===== src/rtl/mult_div_sequencer.sv =====
// mult_div_sequencer
// Iterative multiply/divide unit with the architectural HI/LO registers.
// Sits beside the EX-stage ALU and executes MULT/MULTU/DIV/DIVU (one bit
// per clock) plus the HI/LO moves MFHI/MFLO/MTHI/MTLO. While an operation is
// in flight it stalls the pipeline so the instruction is held upstream.
//
// Ports:
//   i_clk     clock, all state updates on the rising edge
//   i_reset   asynchronous active-high reset
//   i_Start   EX stage holds a valid mult/div-class instruction this cycle
//   i_Funct   R-type funct field selecting the operation
//   i_RS      rs operand (multiplicand / dividend / MTHI-MTLO source)
//   i_RT      rt operand (multiplier / divisor)
//   o_Result  HI for MFHI, LO for MFLO, otherwise 0 (combinational)
//   o_Busy    a multiply/divide is in flight (MUL, DIV or FIX state)
//   o_Stall   freeze PC/IF/ID/EX while the unit cannot take i_Start
//   o_Done    one-cycle pulse in the cycle after HI/LO are written
module mult_div_sequencer #(
  parameter int NBITS      = 32,
  parameter int NBITSFUNCT = 6,
  parameter int NBITSCNT   = 6
) (
  input  logic                  i_clk,
  input  logic                  i_reset,
  input  logic                  i_Start,
  input  logic [NBITSFUNCT-1:0] i_Funct,
  input  logic [NBITS-1:0]      i_RS,
  input  logic [NBITS-1:0]      i_RT,
  output logic [NBITS-1:0]      o_Result,
  output logic                  o_Busy,
  output logic                  o_Stall,
  output logic                  o_Done
);

  localparam logic [NBITSFUNCT-1:0] F_MFHI  = NBITSFUNCT'(6'b010000);
  localparam logic [NBITSFUNCT-1:0] F_MTHI  = NBITSFUNCT'(6'b010001);
  localparam logic [NBITSFUNCT-1:0] F_MFLO  = NBITSFUNCT'(6'b010010);
  localparam logic [NBITSFUNCT-1:0] F_MTLO  = NBITSFUNCT'(6'b010011);
  localparam logic [NBITSFUNCT-1:0] F_MULT  = NBITSFUNCT'(6'b011000);
  localparam logic [NBITSFUNCT-1:0] F_MULTU = NBITSFUNCT'(6'b011001);
  localparam logic [NBITSFUNCT-1:0] F_DIV   = NBITSFUNCT'(6'b011010);
  localparam logic [NBITSFUNCT-1:0] F_DIVU  = NBITSFUNCT'(6'b011011);

  typedef enum logic [2:0] {
    S_IDLE = 3'd0,
    S_MUL  = 3'd1,
    S_DIV  = 3'd2,
    S_FIX  = 3'd3,
    S_DONE = 3'd4
  } state_t;

  state_t                state_reg;
  logic [NBITS-1:0]      hi_reg;
  logic [NBITS-1:0]      lo_reg;
  // Multiplicand (MUL) or divisor (DIV) magnitude.
  logic [NBITS-1:0]      opa_reg;
  // MUL: {partial product high, multiplier shifting out}.
  // DIV: {partial remainder, dividend shifting out / quotient shifting in}.
  logic [2*NBITS-1:0]    acc_reg;
  logic [NBITSCNT-1:0]   cnt_reg;
  logic                  is_div_reg;
  logic                  neg_q_reg;     // negate product (MUL) or quotient (DIV)
  logic                  neg_r_reg;     // negate remainder (DIV only)
  logic                  div_zero_reg;
  logic                  busy_reg;
  logic                  done_reg;

  // ---------------------------------------------------------------------
  // Instruction decode
  // ---------------------------------------------------------------------
  logic is_mul_op, is_div_op, is_signed_op, accept_md;
  logic rs_neg, rt_neg;
  logic [NBITS-1:0] rs_abs, rt_abs;

  always_comb begin
    is_mul_op    = (i_Funct == F_MULT) || (i_Funct == F_MULTU);
    is_div_op    = (i_Funct == F_DIV)  || (i_Funct == F_DIVU);
    is_signed_op = (i_Funct == F_MULT) || (i_Funct == F_DIV);
    accept_md    = i_Start && (state_reg == S_IDLE) && (is_mul_op || is_div_op);
    rs_neg       = is_signed_op && i_RS[NBITS-1];
    rt_neg       = is_signed_op && i_RT[NBITS-1];
    // The magnitude of the most negative value is 2^(NBITS-1), which still
    // fits as an unsigned NBITS-bit number, so no extra bit is kept.
    rs_abs       = rs_neg ? (~i_RS + NBITS'(1)) : i_RS;
    rt_abs       = rt_neg ? (~i_RT + NBITS'(1)) : i_RT;
  end

  // ---------------------------------------------------------------------
  // One iteration of shift-add multiply
  // ---------------------------------------------------------------------
  logic [NBITS:0]     mul_sum;
  logic [2*NBITS-1:0] mul_next;

  always_comb begin
    mul_sum  = {1'b0, acc_reg[2*NBITS-1:NBITS]}
             + {1'b0, (acc_reg[0] ? opa_reg : {NBITS{1'b0}})};
    // Carry drops into the top of the accumulator as everything shifts right.
    mul_next = {mul_sum, acc_reg[NBITS-1:1]};
  end

  // ---------------------------------------------------------------------
  // One iteration of restoring division
  // ---------------------------------------------------------------------
  logic [NBITS:0]     div_shifted;
  logic               div_ge;
  logic [NBITS-1:0]   div_sub;
  logic [2*NBITS-1:0] div_next;

  always_comb begin
    div_shifted = {acc_reg[2*NBITS-1:NBITS], acc_reg[NBITS-1]};
    div_ge      = (div_shifted >= {1'b0, opa_reg});
    // When the subtraction succeeds the true difference is below the divisor,
    // so computing it modulo 2^NBITS loses nothing.
    div_sub     = div_shifted[NBITS-1:0] - opa_reg;
    div_next    = {(div_ge ? div_sub : div_shifted[NBITS-1:0]),
                   acc_reg[NBITS-2:0], div_ge};
  end

  // ---------------------------------------------------------------------
  // Sign fix-up of the finished magnitude result
  // ---------------------------------------------------------------------
  logic [2*NBITS-1:0] prod_fix;
  logic [NBITS-1:0]   quot_fix;
  logic [NBITS-1:0]   rem_fix;

  always_comb begin
    prod_fix = neg_q_reg ? (-acc_reg) : acc_reg;
    // Divide by zero yields an all-ones quotient regardless of signs; the
    // remainder path already reproduces the original dividend.
    if (div_zero_reg)
      quot_fix = {NBITS{1'b1}};
    else
      quot_fix = neg_q_reg ? (-acc_reg[NBITS-1:0]) : acc_reg[NBITS-1:0];
    rem_fix  = neg_r_reg ? (-acc_reg[2*NBITS-1:NBITS]) : acc_reg[2*NBITS-1:NBITS];
  end

  // ---------------------------------------------------------------------
  // Sequencer
  // ---------------------------------------------------------------------
  always_ff @(posedge i_clk or posedge i_reset) begin
    if (i_reset) begin
      state_reg    <= S_IDLE;
      hi_reg       <= '0;
      lo_reg       <= '0;
      opa_reg      <= '0;
      acc_reg      <= '0;
      cnt_reg      <= '0;
      is_div_reg   <= 1'b0;
      neg_q_reg    <= 1'b0;
      neg_r_reg    <= 1'b0;
      div_zero_reg <= 1'b0;
      busy_reg     <= 1'b0;
      done_reg     <= 1'b0;
    end else begin
      case (state_reg)
        S_IDLE: begin
          if (i_Start) begin
            if (is_mul_op) begin
              opa_reg      <= rs_abs;
              acc_reg      <= {{NBITS{1'b0}}, rt_abs};
              neg_q_reg    <= rs_neg ^ rt_neg;
              neg_r_reg    <= 1'b0;
              div_zero_reg <= 1'b0;
              is_div_reg   <= 1'b0;
              cnt_reg      <= NBITSCNT'(NBITS);
              busy_reg     <= 1'b1;
              state_reg    <= S_MUL;
            end else if (is_div_op) begin
              opa_reg      <= rt_abs;
              acc_reg      <= {{NBITS{1'b0}}, rs_abs};
              neg_q_reg    <= rs_neg ^ rt_neg;
              neg_r_reg    <= rs_neg;
              div_zero_reg <= (i_RT == '0);
              is_div_reg   <= 1'b1;
              cnt_reg      <= NBITSCNT'(NBITS);
              busy_reg     <= 1'b1;
              state_reg    <= S_DIV;
            end else if (i_Funct == F_MTHI) begin
              hi_reg <= i_RS;
            end else if (i_Funct == F_MTLO) begin
              lo_reg <= i_RS;
            end
          end
        end

        S_MUL: begin
          acc_reg <= mul_next;
          cnt_reg <= cnt_reg - NBITSCNT'(1);
          if (cnt_reg == NBITSCNT'(1))
            state_reg <= S_FIX;
        end

        S_DIV: begin
          acc_reg <= div_next;
          cnt_reg <= cnt_reg - NBITSCNT'(1);
          if (cnt_reg == NBITSCNT'(1))
            state_reg <= S_FIX;
        end

        S_FIX: begin
          if (is_div_reg) begin
            hi_reg <= rem_fix;
            lo_reg <= quot_fix;
          end else begin
            hi_reg <= prod_fix[2*NBITS-1:NBITS];
            lo_reg <= prod_fix[NBITS-1:0];
          end
          busy_reg  <= 1'b0;
          done_reg  <= 1'b1;
          state_reg <= S_DONE;
        end

        S_DONE: begin
          done_reg  <= 1'b0;
          state_reg <= S_IDLE;
        end

        default: begin
          busy_reg  <= 1'b0;
          done_reg  <= 1'b0;
          state_reg <= S_IDLE;
        end
      endcase
    end
  end

  // ---------------------------------------------------------------------
  // Outputs
  // ---------------------------------------------------------------------
  assign o_Busy  = busy_reg;
  assign o_Done  = done_reg;
  // The instruction is held upstream for the whole operation including the
  // DONE cycle, so it is not re-accepted until the unit is back in IDLE.
  assign o_Stall = i_Start && (busy_reg || (state_reg == S_DONE) || accept_md);

  always_comb begin
    if (i_Funct == F_MFHI)
      o_Result = hi_reg;
    else if (i_Funct == F_MFLO)
      o_Result = lo_reg;
    else
      o_Result = '0;
  end

endmodule


===== config.mk =====
export PLATFORM = sky130hd
export DESIGN_NAME = mult_div_sequencer
export DESIGN_NICKNAME = d
export VERILOG_FILES = /design/src/rtl/mult_div_sequencer.sv
export SDC_FILE = /design/constraint.sdc
export NUM_CORES = 1
export LEC_CHECK = 0
export CORE_ASPECT_RATIO = 0.5
export CORE_MARGIN = 2
export CORE_UTILIZATION = 55
export CTS_CLUSTER_SIZE = 12
export DETAILED_ROUTE_END_ITERATION = 16
export HOLD_SLACK_MARGIN = 0.02
export PLACE_DENSITY = 0.9
export SYNTH_ARGS = -nofsm -noshare
export SYNTH_HDL_FRONTEND = slang
export SYNTH_SLANG_ARGS = --single-unit

===== constraint.sdc =====
create_clock -name i_clk -period 5.8 [get_ports i_clk]
set_clock_uncertainty 0.1 [all_clocks]
set_input_delay 1.16 -clock i_clk [delete_from_list [all_inputs] [get_ports i_clk]]
set_output_delay 1.16 -clock i_clk [all_outputs]
set_load 0.01 [all_outputs]

# Word level (Yosys, flattened, before mapping)
# Cells that the tools add are included.
# Widths: inputs -> output; s select.
dict set report op_classes {
  n_addsub 8
  magnitude_cmp 1
  n_bitwise 4
  n_eq_ne 21
  n_mux 50
  reduce_logical 27
}
# op count
set op_table {}
lappend op_table {{$mux 32} 22}
lappend op_table {{$mux 64} 4}
lappend op_table {{$pmux 64 s3} 1}
lappend op_table {{$pmux 32 s2} 2}
lappend op_table {{$add 32x1->32 const B} 2}
lappend op_table {{$neg 32->32} 2}
lappend op_table {{$neg 64->64} 1}
lappend op_table {{$not 32->32} 2}
lappend op_table {{$eq 6x5->1 const B} 8}
lappend op_table {{$add 32x32->33} 1}
lappend op_table {{$ge 33x32->1} 1}
lappend op_table {{$logic_not 32->1} 1}
lappend op_table {{$sub 32x32->32} 1}
lappend op_table {{$mux 6} 3}
lappend op_table {{$reduce_and 3->1} 5}
lappend op_table {{$mux 3} 4}
lappend op_table {{$pmux 6 s2} 1}
lappend op_table {{$mux 1} 10}
lappend op_table {{$pmux 3 s3} 1}
lappend op_table {{$ne 2x2->1 const B} 4}
lappend op_table {{$eq 3x2->1 const B} 2}
lappend op_table {{$eq 6x1->1 const B} 1}
lappend op_table {{$logic_or 1x1->1} 6}
lappend op_table {{$ne 2x1->1 const B} 3}
lappend op_table {{other kinds (15)} 23}
dict set report word_totals {
  in_bits 73
  register_bits 175
  word_cells 123
}

# Longest topological paths before layout
dict set report logic_depth {
  word_depth 8
  depth_mapped 14
}

# Worst setup path before layout
# OpenSTA, ideal clock, no wires.
dict set report synth_path {
  path_kind {input-to-reg}
  start {in i_RT[6]}
  end {reg acc_reg[29]}
  path_slack_ns 2.213
  arrival_ns 3.340
  setup_ns 0.147
  t_required_ns 5.553
  stages 7
  cell_sequence {or4_1 -> nor4b_4 -> nand3_1 -> or4_1 -> o21ai_0 -> xor2_1 -> o221ai_1}
}
dict set report synth_via {
  elab_chain_len 6
}
# element line
set synth_lines {}
lappend synth_lines {{start: declaration} 28} ;# input logic [NBITS-1:0] i_RT,
lappend synth_lines {{$not 32->32} 85} ;# rt_abs = rt_neg ? (~i_RT + NBITS'(1)) : i_RT;
lappend synth_lines {{$add 32x1->32} 85}
lappend synth_lines {{$mux 32} 85}
lappend synth_lines {{$mux 64} 158} ;# if (is_mul_op) begin
lappend synth_lines {{$mux 64} 157} ;# if (i_Start) begin
lappend synth_lines {{$pmux 64 s3} 155} ;# case (state_reg)
lappend synth_lines {{end signal: assignment} 160} ;# acc_reg <= {{NBITS{1'b0}}, rt_abs};
lappend synth_lines {{end signal: assignment} 170} ;# acc_reg <= {{NBITS{1'b0}}, rs_abs};
lappend synth_lines {{end signal: assignment} 187} ;# acc_reg <= mul_next;
lappend synth_lines {{end: declaration} 59} ;# logic [2*NBITS-1:0] acc_reg;
# Every way passes these cells. The select of a mux whose other input is x is not followed.
# A chain may end at the register's enable or synchronous reset.

# Final worst setup path
dict set report layout_path {
  start {in i_Funct[2]}
  end {out o_Result[29]}
}
dict set report layout_via {
  elab_chain_len 3
}
# element line
set layout_lines {}
lappend layout_lines {{start: declaration} 26} ;# input logic [NBITSFUNCT-1:0] i_Funct,
lappend layout_lines {{$eq 6x5->1} 239} ;# else if (i_Funct == F_MFLO)
lappend layout_lines {{$mux 32} 239}
lappend layout_lines {{$mux 32 (*)} 237} ;# if (i_Funct == F_MFHI)
lappend layout_lines {{end: declaration} 29} ;# output logic [NBITS-1:0] o_Result,
# Every way passes the cells marked *; elsewhere a longest branch is shown, timed or not.

==> metrics.txt <==
final setup TNS=0 ns; Mapped Area=0.0152 mm²; crit share post-route=84.1%; critical path, cell by cell=clkdlybuf4s50_1 -> nor4b_1 -> nand2b_1 -> nor2_1 -> clkdlybuf4s50_1; antenna violation net count after detailed routing=0; ant diodes=0; xor and xnor area share after synthesis=10.1%; initial antenna violation count=0; Max-cap violations=0; Peak Freq=0.205 GHz; cts repair resizes=0; unrepaired setup endpoints after global routing=no; simple-gate share of the synthesized area=18.9%; Leakage=7.06 nW; Power, Total=10.2 mW; synthesized net count=2114; routed length per placed instance=21.6 µm; Synth Area in Compound Gates=27.6%; Die Y-Extent=122 µm; Synth cell types=67; number of synthesized flops with an enable pin=0; worst hold slack=0.381 ns; CP max FO=32; Core Region=0.0268 mm²; Pwr Density=600 mW/mm²; area of the die=0.0291 mm²; # IOs=108; port buffer count=107; Initial Util=56.8%; worst slew pin tran=1.22 ns; TritonCTS Buffers=17; CP peak stage delay=0.70 ns; Clock transition at path regs=0.07 ns; multiplexer share of the synthesized area=3.68%; Slew Viols, Final=0; largest cells by area after synthesis=dfrtp_1 (29%), o21ai_0 (7.1%), xnor2_1 (6.3%), ha_1 (5.8%), nand2_1 (5.5%); vias in the first global route=14200; CP arrival=3.62 ns; Slew headroom=17.4%; Clock Path Buffers=2; TritonRoute pass-1 iters=9; type of the worst setup path=in2out; count leader, synth=nand2_1; largest area contributor in the netlist=dfrtp_1; Ys Warns=0; Final HPWL DP=37100 µm; top_reg_cell synth=dfrtp_1; share of cells above drive strength 1=3.61%; post-synthesis sequential area ratio=28.8%; run status=completed; peak supply drop=330 µV; overall routing resource usage=34.9%; CTS Hold Bufs=0; starting DRC count in detailed routing=2464; Synth Register Bits=175; critical path endpoint category=primary output; Synth Area in Adders=6.01%; Post-DP Area=0.0164 mm²; async set-or-reset flop fraction in the synthesized netlist=100%; # rows=42; fin worst setup slack=0.920 ns; Avg Inst Size Synth=7.73 µm²; post-place setup slack=0.966 ns; Yosys top cell area share=28.8%; critical path required time=4.54 ns; crit path launch type=primary input; CP most frequent cell=clkdlybuf4s50_1; nets=2129; fin area=0.0171 mm²; final setup fails=0; Post-CTS Setup Bufs=0; via count=15800; Hold Crit Class=reg2reg; root buf cell=clkbuf_16; # DRC=0; TritonCTS clock tree=built; Synth Instances=1969; first-pass GRT wire length=78800 µm; clock sinks=175; Die Span X=239 µm; largest family of logic cells by synthesized area=compound AO/OA/AOI/OAI gates; WL final=50800 µm; H-tree depth=4; Final Wtd Congestion=1.02; Slowest cell on crit path=nand2b_1; pin count of the biggest net entering global routing=176; Vias/cell=6.73; Final Hold Fails=0; commonest cells in the synthesized netlist=nand2_1 (222), o21ai_0 (216), nor2_1 (211); total gr overflow=0; worst skew pair latency=0.46 ns; max reg flops=64; Area growth syn-to-layout=12.0%; Tmin final=4.88 ns
[per-layer routing]
layer	up-vias	global-route usage [%]	share of wire, %
met1	7450	49.3	41
met5	-	0	0
met3	132	12.6	15
li1	7176	-	-
met4	0	9.96	2.6
met2	1049	50.2	41
[power breakdown]
| group | internal, mW | total (mW) | switching, mW |
|---|---|---|---|
| Sequential | 1.81 | 2.53 | 0.713 |
| Combinational | 2.41 | 6.43 | 4.02 |
| Clock | 0.702 | 1.27 | 0.571 |
[kinds of logic (layout without fill, tap and decap cells)]
logic type	count (synthesis)	count (layout)
xor+xnor	175	175
simple gates	630	630
buf+inv	197	224
compound gates	664	664
fa+ha+maj	72	72
flops	175	175
mux	56	56
[critical path, delay by kind of cell]
family / cells / cell delay [ns]
AND/OR/NAND/NOR: 3 / 1.44
buffers and inverters: 2 / 1.01
[area by class of cell]
type | instances | area [µm²]
Sequential cell | 175 | 4380
Fill cell | 2228 | 9740
Timing Repair Buffer | 125 | 1210
Inverter | 68 | 259
Clock inverter | 12 | 173
Multi-Input combinational cell | 1597 | 10100
Tap cell | 352 | 440
Clock buffer | 19 | 443
[worst paths after layout]
path / end / cells after the start / slack [ns] / startpoint
worst min-delay path: lo_reg[21]$_DFFE_PP0P_ / 2 / 0.38 / lo_reg[21]$_DFFE_PP0P_
min in group asynchronous: hi_reg[6]$_DFFE_PP0P_ / 3 / 1.21 / i_reset
max in group asynchronous: acc_reg[63]$_DFFE_PP0P_ / 3 / 3.65 / i_reset
worst min register to register: lo_reg[21]$_DFFE_PP0P_ / 2 / 0.38 / lo_reg[21]$_DFFE_PP0P_
worst max-delay path: o_Result[29] / 5 / 0.92 / i_Funct[2]
worst max register to register: hi_reg[14]$_DFFE_PP0P_ / 9 / 1.56 / acc_reg[6]$_DFFE_PP0P_
[per-stage QoR]
step / utilization (%) / instances
after floorplan: - / 1969
after global placement: 61.3 / 2317
after detailed placement: 61.3 / 2317
after CTS: 63.6 / 2348
after global routing: 63.6 / 2348
final: 63.6 / 2348
[cell usage in the layout, fill, tap and decap left out, types with 26 or more instances in the layout]
master           count
a21o_1              27
a21oi_1            126
clkdlybuf4s50_1    106
dfrtp_1            175
ha_1                70
inv_1               66
mux2i_1             56
nand2_1            222
nand3_1             26
nor2_1             209
o211ai_1            39
o21ai_0            216
o22ai_1             39
o31ai_1             29
xnor2_1            110
xor2_1              65
(Power assumes the default switching activity.)
